### src/rtl/seg_scan_decoder.sv
// ---------------------------------------------------------------------------
// seg_scan_decoder
//
// Receive-side counterpart of a multiplexed 4-digit 7-segment driver. The
// strobed anode / segment / decimal-point lines are synchronised, filtered
// until they have been stable for STABLE_CYCLES samples, and each stable
// sample is evaluated once. Recognised glyphs are decoded back to hex
// nibbles and presented as a parallel 16-bit word with per-digit valid and
// decimal-point flags. A frame strobe marks the point where every digit has
// been committed since the previous frame. If no digit is committed for
// TIMEOUT_CYCLES clocks the valid flags and the frame progress are dropped.
//
// Parameters:
//   STABLE_CYCLES  consecutive identical samples needed before a commit (1..65535)
//   TIMEOUT_CYCLES clocks without a digit commit before valid state is discarded
//   TO_W           width of the timeout counter, 2**TO_W > TIMEOUT_CYCLES
//
// Ports:
//   CLK       system clock
//   RST_N     asynchronous active-low reset
//   AnIn      anode lines, active low, bit0 = digit 0
//   SegIn     segment lines, active low, bit0 = a ... bit6 = g
//   DpIn      decimal point line, active low
//   Digits    decoded nibbles, [3:0] = digit 0 ... [15:12] = digit 3
//   DigValid  per digit: last commit was a recognised hex glyph
//   DpCapt    per digit: captured decimal point, 1 = lit
//   FrameStb  one-cycle pulse when all four digits have been committed
//   BadPat    one-cycle pulse when a committed glyph was not recognised
//   BadAn     one-cycle pulse when a stable sample had several anodes low
// ---------------------------------------------------------------------------
module seg_scan_decoder #(
  parameter int unsigned STABLE_CYCLES  = 16,
  parameter int unsigned TIMEOUT_CYCLES = 4194304,
  parameter int unsigned TO_W           = 23
) (
  input  logic        CLK,
  input  logic        RST_N,
  input  logic [3:0]  AnIn,
  input  logic [6:0]  SegIn,
  input  logic        DpIn,
  output logic [15:0] Digits,
  output logic [3:0]  DigValid,
  output logic [3:0]  DpCapt,
  output logic        FrameStb,
  output logic        BadPat,
  output logic        BadAn
);

  // All display lines are active low, so "everything high" is the idle,
  // blanked state. Synchronisers and the held sample start there so that
  // leaving reset with a dark display never looks like a change.
  localparam logic [11:0] SAMPLE_IDLE = 12'hFFF;

  localparam logic [15:0]     STAB_LAST = 16'(STABLE_CYCLES - 1);
  localparam logic [TO_W-1:0] TO_LAST   = TO_W'(TIMEOUT_CYCLES - 1);
  localparam logic [TO_W-1:0] TO_SAT    = TO_W'(TIMEOUT_CYCLES);
  localparam logic [TO_W-1:0] TO_ONE    = TO_W'(1);

  // Sample layout: {anodes[3:0], dp, segments g..a}
  logic [11:0] sample_in;
  logic [11:0] sync1;
  logic [11:0] sync2;
  logic [11:0] held;
  logic [15:0] stab_cnt;
  logic        committed;

  logic [TO_W-1:0] to_cnt;
  logic [3:0]      seen;

  logic [3:0] held_an;
  logic       held_dp;
  logic [6:0] held_seg;
  logic [3:0] an_act;
  logic       an_blank;
  logic       an_multi;
  logic [1:0] dig_idx;
  logic       eval_now;
  logic       commit;
  logic [4:0] glyph;
  logic       glyph_hit;
  logic [3:0] glyph_code;
  logic [3:0] seen_next;

  assign sample_in = {AnIn, DpIn, SegIn};

  // Map an active-low g..a segment pattern to {hit, nibble}. A miss
  // returns hit = 0 and nibble 0.
  function automatic logic [4:0] decode_glyph(input logic [6:0] pat);
    logic [4:0] res;
    res = 5'b0_0000;
    case (pat)
      7'b1000000: res = 5'b1_0000;
      7'b1111001: res = 5'b1_0001;
      7'b0100100: res = 5'b1_0010;
      7'b0110000: res = 5'b1_0011;
      7'b0011001: res = 5'b1_0100;
      7'b0010010: res = 5'b1_0101;
      7'b0000010: res = 5'b1_0110;
      7'b1111000: res = 5'b1_0111;
      7'b0000000: res = 5'b1_1000;
      7'b0010000: res = 5'b1_1001;
      7'b0001000: res = 5'b1_1010;
      7'b0000011: res = 5'b1_1011;
      7'b1000110: res = 5'b1_1100;
      7'b0100001: res = 5'b1_1101;
      7'b0000110: res = 5'b1_1110;
      7'b0001110: res = 5'b1_1111;
      default:    res = 5'b0_0000;
    endcase
    return res;
  endfunction

  // Two-flop synchroniser followed by the stability filter. The held
  // sample is reloaded whenever the synchronised lines differ from it,
  // which restarts the stability count and re-arms evaluation. Once the
  // count has reached its last value the held sample is evaluated exactly
  // once; "committed" blocks any repeat for the same stable episode.
  always_ff @(posedge CLK or negedge RST_N) begin
    if (!RST_N) begin
      sync1     <= SAMPLE_IDLE;
      sync2     <= SAMPLE_IDLE;
      held      <= SAMPLE_IDLE;
      stab_cnt  <= 16'd0;
      committed <= 1'b0;
    end else begin
      sync1 <= sample_in;
      sync2 <= sync1;
      if (sync2 != held) begin
        held      <= sync2;
        stab_cnt  <= 16'd0;
        committed <= 1'b0;
      end else begin
        if (stab_cnt < STAB_LAST) begin
          stab_cnt <= stab_cnt + 16'd1;
        end
        if (eval_now) begin
          committed <= 1'b1;
        end
      end
    end
  end

  // Classify the held sample: which anode (if any) is driven, whether the
  // anode pattern is legal, and what glyph the segments form.
  always_comb begin
    held_an    = held[11:8];
    held_dp    = held[7];
    held_seg   = held[6:0];
    an_act     = ~held_an;
    an_blank   = (an_act == 4'b0000);
    an_multi   = ((an_act & (an_act - 4'd1)) != 4'b0000);
    dig_idx    = 2'd0;
    case (an_act)
      4'b0010: dig_idx = 2'd1;
      4'b0100: dig_idx = 2'd2;
      4'b1000: dig_idx = 2'd3;
      default: dig_idx = 2'd0;
    endcase
    glyph      = decode_glyph(held_seg);
    glyph_hit  = glyph[4];
    glyph_code = glyph[3:0];
    eval_now   = (stab_cnt == STAB_LAST) && !committed;
    commit     = eval_now && !an_blank && !an_multi;
    seen_next  = seen | an_act;
  end

  // Output registers, frame tracking and the inactivity timeout. A digit
  // commit always wins over a timeout landing in the same cycle, so a
  // late-but-on-time digit never loses the valid state around it. After
  // firing, the timeout counter parks at its saturated value and stays
  // quiet until the next commit clears it.
  always_ff @(posedge CLK or negedge RST_N) begin
    if (!RST_N) begin
      Digits   <= 16'h0000;
      DigValid <= 4'b0000;
      DpCapt   <= 4'b0000;
      FrameStb <= 1'b0;
      BadPat   <= 1'b0;
      BadAn    <= 1'b0;
      seen     <= 4'b0000;
      to_cnt   <= '0;
    end else begin
      FrameStb <= 1'b0;
      BadPat   <= 1'b0;
      BadAn    <= 1'b0;

      if (eval_now && an_multi) begin
        BadAn <= 1'b1;
      end

      if (commit) begin
        Digits[{dig_idx, 2'b00} +: 4] <= glyph_hit ? glyph_code : 4'h0;
        DigValid[dig_idx]             <= glyph_hit;
        DpCapt[dig_idx]               <= ~held_dp;
        if (!glyph_hit && (held_seg != 7'h7F)) begin
          BadPat <= 1'b1;
        end
        if (seen_next == 4'b1111) begin
          FrameStb <= 1'b1;
          seen     <= 4'b0000;
        end else begin
          seen <= seen_next;
        end
        to_cnt <= '0;
      end else if (to_cnt == TO_LAST) begin
        to_cnt   <= TO_SAT;
        DigValid <= 4'b0000;
        seen     <= 4'b0000;
      end else if (to_cnt < TO_LAST) begin
        to_cnt <= to_cnt + TO_ONE;
      end
    end
  end

endmodule
### config.mk
export PLATFORM = sky130hd
export DESIGN_NAME = seg_scan_decoder
export DESIGN_NICKNAME = d
export VERILOG_FILES = /design/src/rtl/seg_scan_decoder.sv
export SDC_FILE = /design/constraint.sdc
export NUM_CORES = 1
export LEC_CHECK = 0
export BUFFER_PORTS_ARGS = -buffer_cell sky130_fd_sc_hd__buf_2
export CORE_MARGIN = 4
export CORE_UTILIZATION = 62
export CTS_BUF_LIST = sky130_fd_sc_hd__clkbuf_4
export CTS_CLUSTER_SIZE = 20
export DETAILED_ROUTE_END_ITERATION = 8
export PLACE_DENSITY = 0.82
export REMOVE_ABC_BUFFERS = 1
export SLEW_MARGIN = 20
export SYNTH_ARGS = -nofsm -noshare
export SYNTH_HDL_FRONTEND = slang
export SYNTH_SLANG_ARGS = --single-unit
export TNS_END_PERCENT = 10
### constraint.sdc
create_clock -name CLK -period 2.5 [get_ports CLK]
set_input_delay 0.125 -clock CLK [delete_from_list [all_inputs] [get_ports CLK]]
set_output_delay 0.125 -clock CLK [all_outputs]
set_load 0.05 [all_outputs]
==> key figures, run 1 <==
Worst setup path
  – R2R setup slack: 0.33 ns
  – Worst Path Arrival: 2.54 ns
  – Critical path's slowest cell: or4_1
  – CP cell instances: nand4_2 > or4_1 > nor3_1 > mux2i_1 > a21bo_2
  – Worst path max stage delay: 0.61 ns
  – Worst setup SP type: flop
  – Worst setup EP type: flop
  – R2r endpoint: DigValid[3]
  – Critical path class: reg -> reg
  – CP required: 2.88 ns
  – Reg2Reg Launch Point: to_cnt[3]
  – Worst Path Max Fanout: 6
  – Worst r2r path cells: 5

Finish
  – Most common cell after layout, fill and taps aside: dfrtp_1
  – Area Overhead vs Synth: 11.47%
  – Non-Filler Instances: 610
  – Share of cells above drive strength 1: 0.2146
  – Commonest non-fill, non-tap cells in the layout: 71 x dfrtp_1, 39 x buf_2, 36 x nor2_1, 36 x dfstp_2, 35 x nand2_1
  – Ant diodes: 0
  – Fin area: 5472 um^2
  – Layout Utilization: 0.7081
  – Final net count: 525

Drt
  – Final WL: 9.199 mm
  – DRT Pass-1 Iters: 4
  – Routed len/inst: 15.08 um
  – Vias per cell: 5.782
  – Drt initial violations: 186
  – DRC viols: 0
  – Vias: 3,527
  – Number of routed nets with antenna violations: 0

Pwr
  – Net Sw Power: 0.0007813 W
  – Register share of total power: 0.632
  – Clock share of power: 0.316
  – Leakage power: 2.423 nW
  – Switching share of total power: 0.2701
  – PwrDens: 528.7 nW/um^2
  – Combinational share of power: 0.052
  – Pint: 0.002111 W
  – Max IR drop VDD: 0.4455 mV

GRT
  – Grt ovf: 0
  – Gr usage total: 0.2071
  – Number of antenna violations at the first check in global routing: 0
  – Number of global-route vias before repair: 3,390
  – Pin count of the biggest net entering global routing: 71
  – Global-route wire length before repair: 16.08 mm

Floorplanning
  – Initial Utilization: 0.6352
  – I/O pin total: 41
  – Row cnt: 32
  – Die ar.: 9404 um^2
  – Core box area: 7727 um^2
  – DIE HEIGHT: 96.98 um
  – Die X: 96.98 um

Synthesis
  – Post-synth top area share: 0.3620
  – Post-synthesis cell count: 462
  – Netlist Area Pre-Place: 4908 um^2
  – Synth unique cells: 58
  – Ranking of synthesized cells by area: dfrtp_1 36%, dfstp_2 19%, xnor2_1 5.7%, nor2_1 2.8%, nand2_1 2.7%
  – Avg Cell Area, Syn: 10.62 um^2
  – Register area share after synthesis: 0.5547
  – Yosys warnings: 0
  – Most used DFF post-synth: dfrtp_1
  – Yosys reg bits: 107
  – Post-synth ARST share: 1.000
  – Leading area contributor after synthesis: dfrtp_1
  – EDFF count, synth: 0

Placement
  – Placed cell area: 5182 um^2
  – Placer Congestion: 0.9026
  – HPWL Detailed: 6.435 mm
  – Port bufs: 40
  – Post-Place Cells: 581

Clock network
  – Clock latency on the worst-skew pair: 0.47 ns
  – Post-cts repair resize count: 0
  – H-tree Lvls: 3
  – Clock slew at reported path FFs: 0.19 ns
  – Longest Clk Path Bufs: 2
  – Post-CTS Hold Fix Bufs: 13
  – CTS buffer count: 9
  – Postcts setup bufs: 0
  – CTS Sinks: 107
  – CTS tree: done
  – Root buf cell: clkbuf_4

Timing
  – Final Hold Fails: 0
  – Hold slack final: 0.1218 ns
  – Measured slew at the worst slew-check pin: 0.9099 ns
  – Setup Skew: 0.02093 ns
  – Fin crit period: 2.167 ns
  – Final Cycle Share: 0.8667
  – Slew Limit Fails: 0
  – Total negative setup slack: 0 ns
  – Fmax: 461.5 MHz
  – RSZ-0062 raised after global routing: false
  – Rel. slew slack: 0.3838
  – Setup violators final: 0

Run status
  – Run status: finished, final reports clean

Flow run
  – Max-Cap Viols: 0

Min path
  – Hold crit path type: in -> async
## registers in the layout, indices dropped and copies added (netlist names)
register	flops
stab_cnt	16
to_cnt	23
seen	4
sync1	12
BadPat	1
sync2	12
committed	1
Digits	16
DpCapt	4
FrameStb	1
BadAn	1
held	12
DigValid	4
## kinds of logic (layout without fill, tap and decap cells)
kind of cell               after synthesis  in the layout  share of synthesized area
and+or+nand+nor                        173            173                     0.1876
DFF                                    107            107                     0.5547
AOI/OAI and AO/OA                       84             84                     0.1165
buffers and inverters                   44             90                    0.03619
xor gates and xnor gates                37             37                    0.06602
adders and majority gates                9              9                    0.02243
muxes                                    8              8                    0.01657
## Yosys cell counts, drive strengths merged, types with 8 or more instances
| library cell | instances |
|---|---|
| dfrtp | 71 |
| dfstp | 36 |
| nor2 | 36 |
| nand2 | 35 |
| xnor2 | 32 |
| clkbuf | 29 |
| o21ai | 26 |
| nand3 | 18 |
| and2 | 17 |
| a211oi | 14 |
| a21oi | 14 |
| inv | 12 |
| nor3 | 12 |
| nand4 | 11 |
| ha | 8 |
## how the worst max path moves through the flow
stage	depth (start not counted)	start	slack [ns]	end
floorplan	5	to_cnt[8]	0.37	to_cnt[6]
global placement	6	to_cnt[0]	0.36	DigValid[3]
detailed placement	6	to_cnt[1]	0.30	DigValid[3]
CTS	6	to_cnt[1]	0.29	DigValid[3]
global route	5	held[3]	0.13	DigValid[3]
finish	5	to_cnt[3]	0.33	DigValid[3]
## power by group through the flow
stage               combinational, W  sequential (W)  clock, W
floorplan                  0.0000717         0.00185         0
global placement            0.000131         0.00185         0
detailed placement          0.000134         0.00186         0
CTS                         0.000151         0.00183  0.000946
global route                0.000171         0.00184   0.00104
finish                      0.000150         0.00183  0.000914
## critical path, delay by kind of cell (launching register included)
family | cells | cell delay (ns)
AND/OR/NAND/NOR | 3 | 1.25
flip-flops | 1 | 0.46
AO/OA/AOI/OAI | 1 | 0.24
multiplexers | 1 | 0.14
## layer usage
| layer | GRT usage | wire length (um) |
|---|---|---|
| met1 | 0.2801 | 4178 |
| met2 | 0.3386 | 4464 |
| met3 | 0.05191 | 452 |
| met4 | 0.04968 | 104 |
| met5 | 0 | 0 |
## per-stage QoR
stage                     total power (W)  setup slack (ns)
after floorplan                  0.001918            0.3679
after CTS                        0.002927            0.2876
final                            0.002893            0.3333
after global routing             0.003043            0.1316
after global placement           0.001985            0.3628
after detailed placement         0.001992            0.2999
## cell type report
cell class              instances  area [um^2]
well taps                     102        127.6
clock buffers                   9        67.56
clock inverters                 7        91.34
repair buffers                 61        405.4
multi-input cells             311         2008
inverters                      13        48.80
fillers                       545         2256
flip-flops and latches        107         2723
(Power assumes the default switching activity.)
==> run 2, diff against run 1 <==
--- a/config.mk
+++ b/config.mk
@@ -7,11 +7,11 @@
 export LEC_CHECK = 0
 export BUFFER_PORTS_ARGS = -buffer_cell sky130_fd_sc_hd__buf_2
 export CORE_MARGIN = 4
-export CORE_UTILIZATION = 62
+export CORE_UTILIZATION = 44
 export CTS_BUF_LIST = sky130_fd_sc_hd__clkbuf_4
 export CTS_CLUSTER_SIZE = 20
 export DETAILED_ROUTE_END_ITERATION = 8
-export PLACE_DENSITY = 0.82
+export GPL_TIMING_DRIVEN = 0
 export REMOVE_ABC_BUFFERS = 1
 export SLEW_MARGIN = 20
 export SYNTH_ARGS = -nofsm -noshare
==> run 2 against run 1 <==
Flip-flop and latch count unchanged. Design area up 0.39%. Cell count up 5.2%. Sequential power about the same. Count of clock-buffer cells in the layout up 2. Die area up 37%. Sequential share of layout area down 0.19 points. Critical path type unchanged. Critical endpoint is now to_cnt[15]. Largest power group unchanged. Highest routed layer unchanged.
==> key figures, run 2 (synthesized netlist as in run 1, its figures left out) <==
Run status
  – Run status: finished, final reports clean

Finish
  – Reg with most FFs: to_cnt
  – Area Overhead vs Synth: 11.90%
  – Fillers: 1,000 (+83%)
  – Most common cell after layout, fill and taps aside: dfrtp_1
  – Number of flip-flops in the largest register: 23 (unchanged)
  – Ant diodes: 0 (unchanged)
  – Final net count: 519 (-1.1%)
  – Commonest non-fill, non-tap cells in the layout: 71 x dfrtp_1, 39 x buf_2, 36 x nor2_1, 36 x dfstp_2, 35 x nand2_1
  – Layout Utilization: 0.5045 (-0.2036)
  – Share of cells above drive strength 1: 0.2131 (-0.001420)
  – FF+latch area: 2723 um^2 (unchanged)
  – Top flop regs: to_cnt: 23 flops, Digits: 16 flops, stab_cnt: 16 flops
  – Area of the multi-input gates: 2032 um^2 (+1.2%)

Floorplanning
  – I/O pin total: 41 (unchanged)
  – Row cnt: 38 (+19%)
  – DIE HEIGHT: 113.6 um (+17%)
  – Die ar.: 12,910 um^2 (+37%)
  – Core box area: 10,890 um^2 (+41%)
  – Die X: 113.6 um (+17%)
  – Initial Utilization: 0.4508 (-0.1844)

Pwr
  – Tot Pwr: 0.002870 W (-0.78%)
  – Leakage power: 2.393 nW (-1.2%)
  – PwrDens: 522.5 nW/um^2 (-1.2%)
  – Max IR drop VDD: 0.4778 mV (+7.3%)

Placement
  – HPWL Detailed: 6.841 mm (+6.3%)
  – DP Worst Slack: 0.07415 ns (-0.2258 ns)
  – Port bufs: 40 (unchanged)
  – Placer Congestion: 0.8251 (-8.6%)

Clock network
  – CTS buffer count: 9 (unchanged)
  – Clock latency on the worst-skew pair: 0.49 ns (+0.02 ns)
  – CTS tree: done
  – Postcts setup bufs: 0 (unchanged)
  – Clock slew at reported path FFs: 0.17 ns (-0.02 ns)
  – Root buf cell: clkbuf_4
  – CTS Sinks: 107 (unchanged)
  – H-tree Lvls: 3 (unchanged)
  – Longest Clk Path Bufs: 2 (unchanged)

Timing
  – Worst setup margin: 0.1541 ns (-0.1792 ns)
  – Measured slew at the worst slew-check pin: 1.073 ns (+0.1627 ns)
  – Final Hold Fails: 0 (unchanged)
  – Slew Limit Fails: 0 (unchanged)
  – Total negative setup slack: 0 ns (unchanged)
  – Fmax: 426.3 MHz (-7.6%)
  – RSZ-0062 raised after global routing: true
  – Setup Skew: 0.02864 ns (+0.007706 ns)
  – Hold slack final: 0.1112 ns (-0.01054 ns)
  – Fin crit period: 2.346 ns (+0.1792 ns)
  – Rel. slew slack: 0.2736 (-0.1102)
  – Final Cycle Share: 0.9384 (+0.07170)
  – Setup violators final: 0 (unchanged)

Worst setup path
  – CP cell instances: ha_1 > nand2_1 > or4_1 > or3_4 > o21ai_4 > nor3_1
  – Worst setup SP type: flop
  – Critical path's slowest cell: or4_1
  – Worst Path Max Fanout: 17 (+11)
  – Worst Path Arrival: 2.70 ns (+0.16 ns)
  – CP required: 2.85 ns (-0.03 ns)
  – Worst path max stage delay: 0.63 ns (+0.02 ns)
  – Critical path class: reg -> reg
  – Worst setup EP type: flop

Drt
  – Routed len/inst: 15.03 um (-0.34%)
  – DRT Pass-1 Iters: 5 (+1)
  – Number of routed nets with antenna violations: 0 (unchanged)
  – Vias per cell: 5.405 (-6.5%)
  – Final WL: 9.649 mm (+4.9%)
  – Vias: 3,470 (-1.6%)
  – DRC viols: 0 (unchanged)
  – Drt initial violations: 206 (+11%)

GRT
  – Grt ovf: 0 (unchanged)
  – Number of antenna violations at the first check in global routing: 0 (unchanged)
  – Gr usage total: 0.1641 (-0.04297)
  – Global-route wire length before repair: 16.83 mm (+4.7%)
  – Pin count of the biggest net entering global routing: 66 (-7.0%)
  – Number of global-route vias before repair: 3,407 (+0.50%)

Flow run
  – Max-Cap Viols: 0 (unchanged)

Min path
  – Hold crit path type: in -> async
==> run 2: cell count changes in the layout (fill, tap and decap cells not counted), sizes merged <==
cell / previous run / this run
clkbuf: 9 / 11
inv: 17 / 14
bufinv: 0 / 1
buf: 48 / 42
==> run 2: report_power, final <==
group	total, W	switching, W	internal (W)
sequential	0.00183	0.0000423	0.00179
clock	0.000890	0.000556	0.000334
combinational	0.000151	0.0000861	0.0000650
==> run 2: through the flow <==
| step | instance area, um^2 | std cells |
|---|---|---|
| 6_report | 5493 | 642 |
| 3_3_place_gp | 5155 | 611 |
| 5_1_grt | 5493 | 642 |
| 4_1_cts | 5480 | 642 |
| 3_5_place_dp | 5207 | 613 |
| 2_1_floorplan | 4780 | 431 |
==> run 2: final cells by class <==
class | instances | area share
flip-flops and latches | 107 | 0.4957
multi-input cells | 311 | 0.3699
repair buffers | 55 | 0.06765
well taps | 140 | 0.03189
clock buffers | 11 | 0.01503
clock inverters | 5 | 0.01093
inverters | 13 | 0.008884
==> run 2: worst paths after layout <==
check,startpoint,to,slack [ns],cells after the start
hold / removal,RST_N,seen[3],0.11,2
hold reg to reg,sync1[6],sync2[6],0.35,0
setup / recovery,to_cnt[0],to_cnt[15],0.15,6
min in group CLK,DpIn,sync1[7],0.27,2
max in group asynchronous,RST_N,sync1[2],1.69,3
setup reg to reg,to_cnt[0],to_cnt[15],0.15,6
==> run 2: critical path: cells and delay by family, from the launching register on <==
family / cells / cell delay (ns)
AND/OR/NAND/NOR: 4 / 1.34
flip-flops: 1 / 0.44
adder cells (fa/ha/maj): 1 / 0.21
AO/OA/AOI/OAI: 1 / 0.22
==> run 2: per-layer routing <==
| layer | global-route usage | up-vias | routed length (um) |
|---|---|---|---|
| li1 | - | 1696 | - |
| met1 | 0.2254 | 1698 | 4605 |
| met4 | 0.06971 | 0 | 237 |
| met3 | 0.04456 | 17 | 397 |
| met2 | 0.2458 | 59 | 4410 |
| met5 | 0 | - | 0 |
==> run 2: what timing repair did <==
| action | CTS | global route |
|---|---|---|
| endpoints found under the setup margin | 0 | 23 |
| gates resized for setup | 0 | 4 |
| hold endpoints to repair | 91 | 0 |
| hold buffers | 13 | 0 |
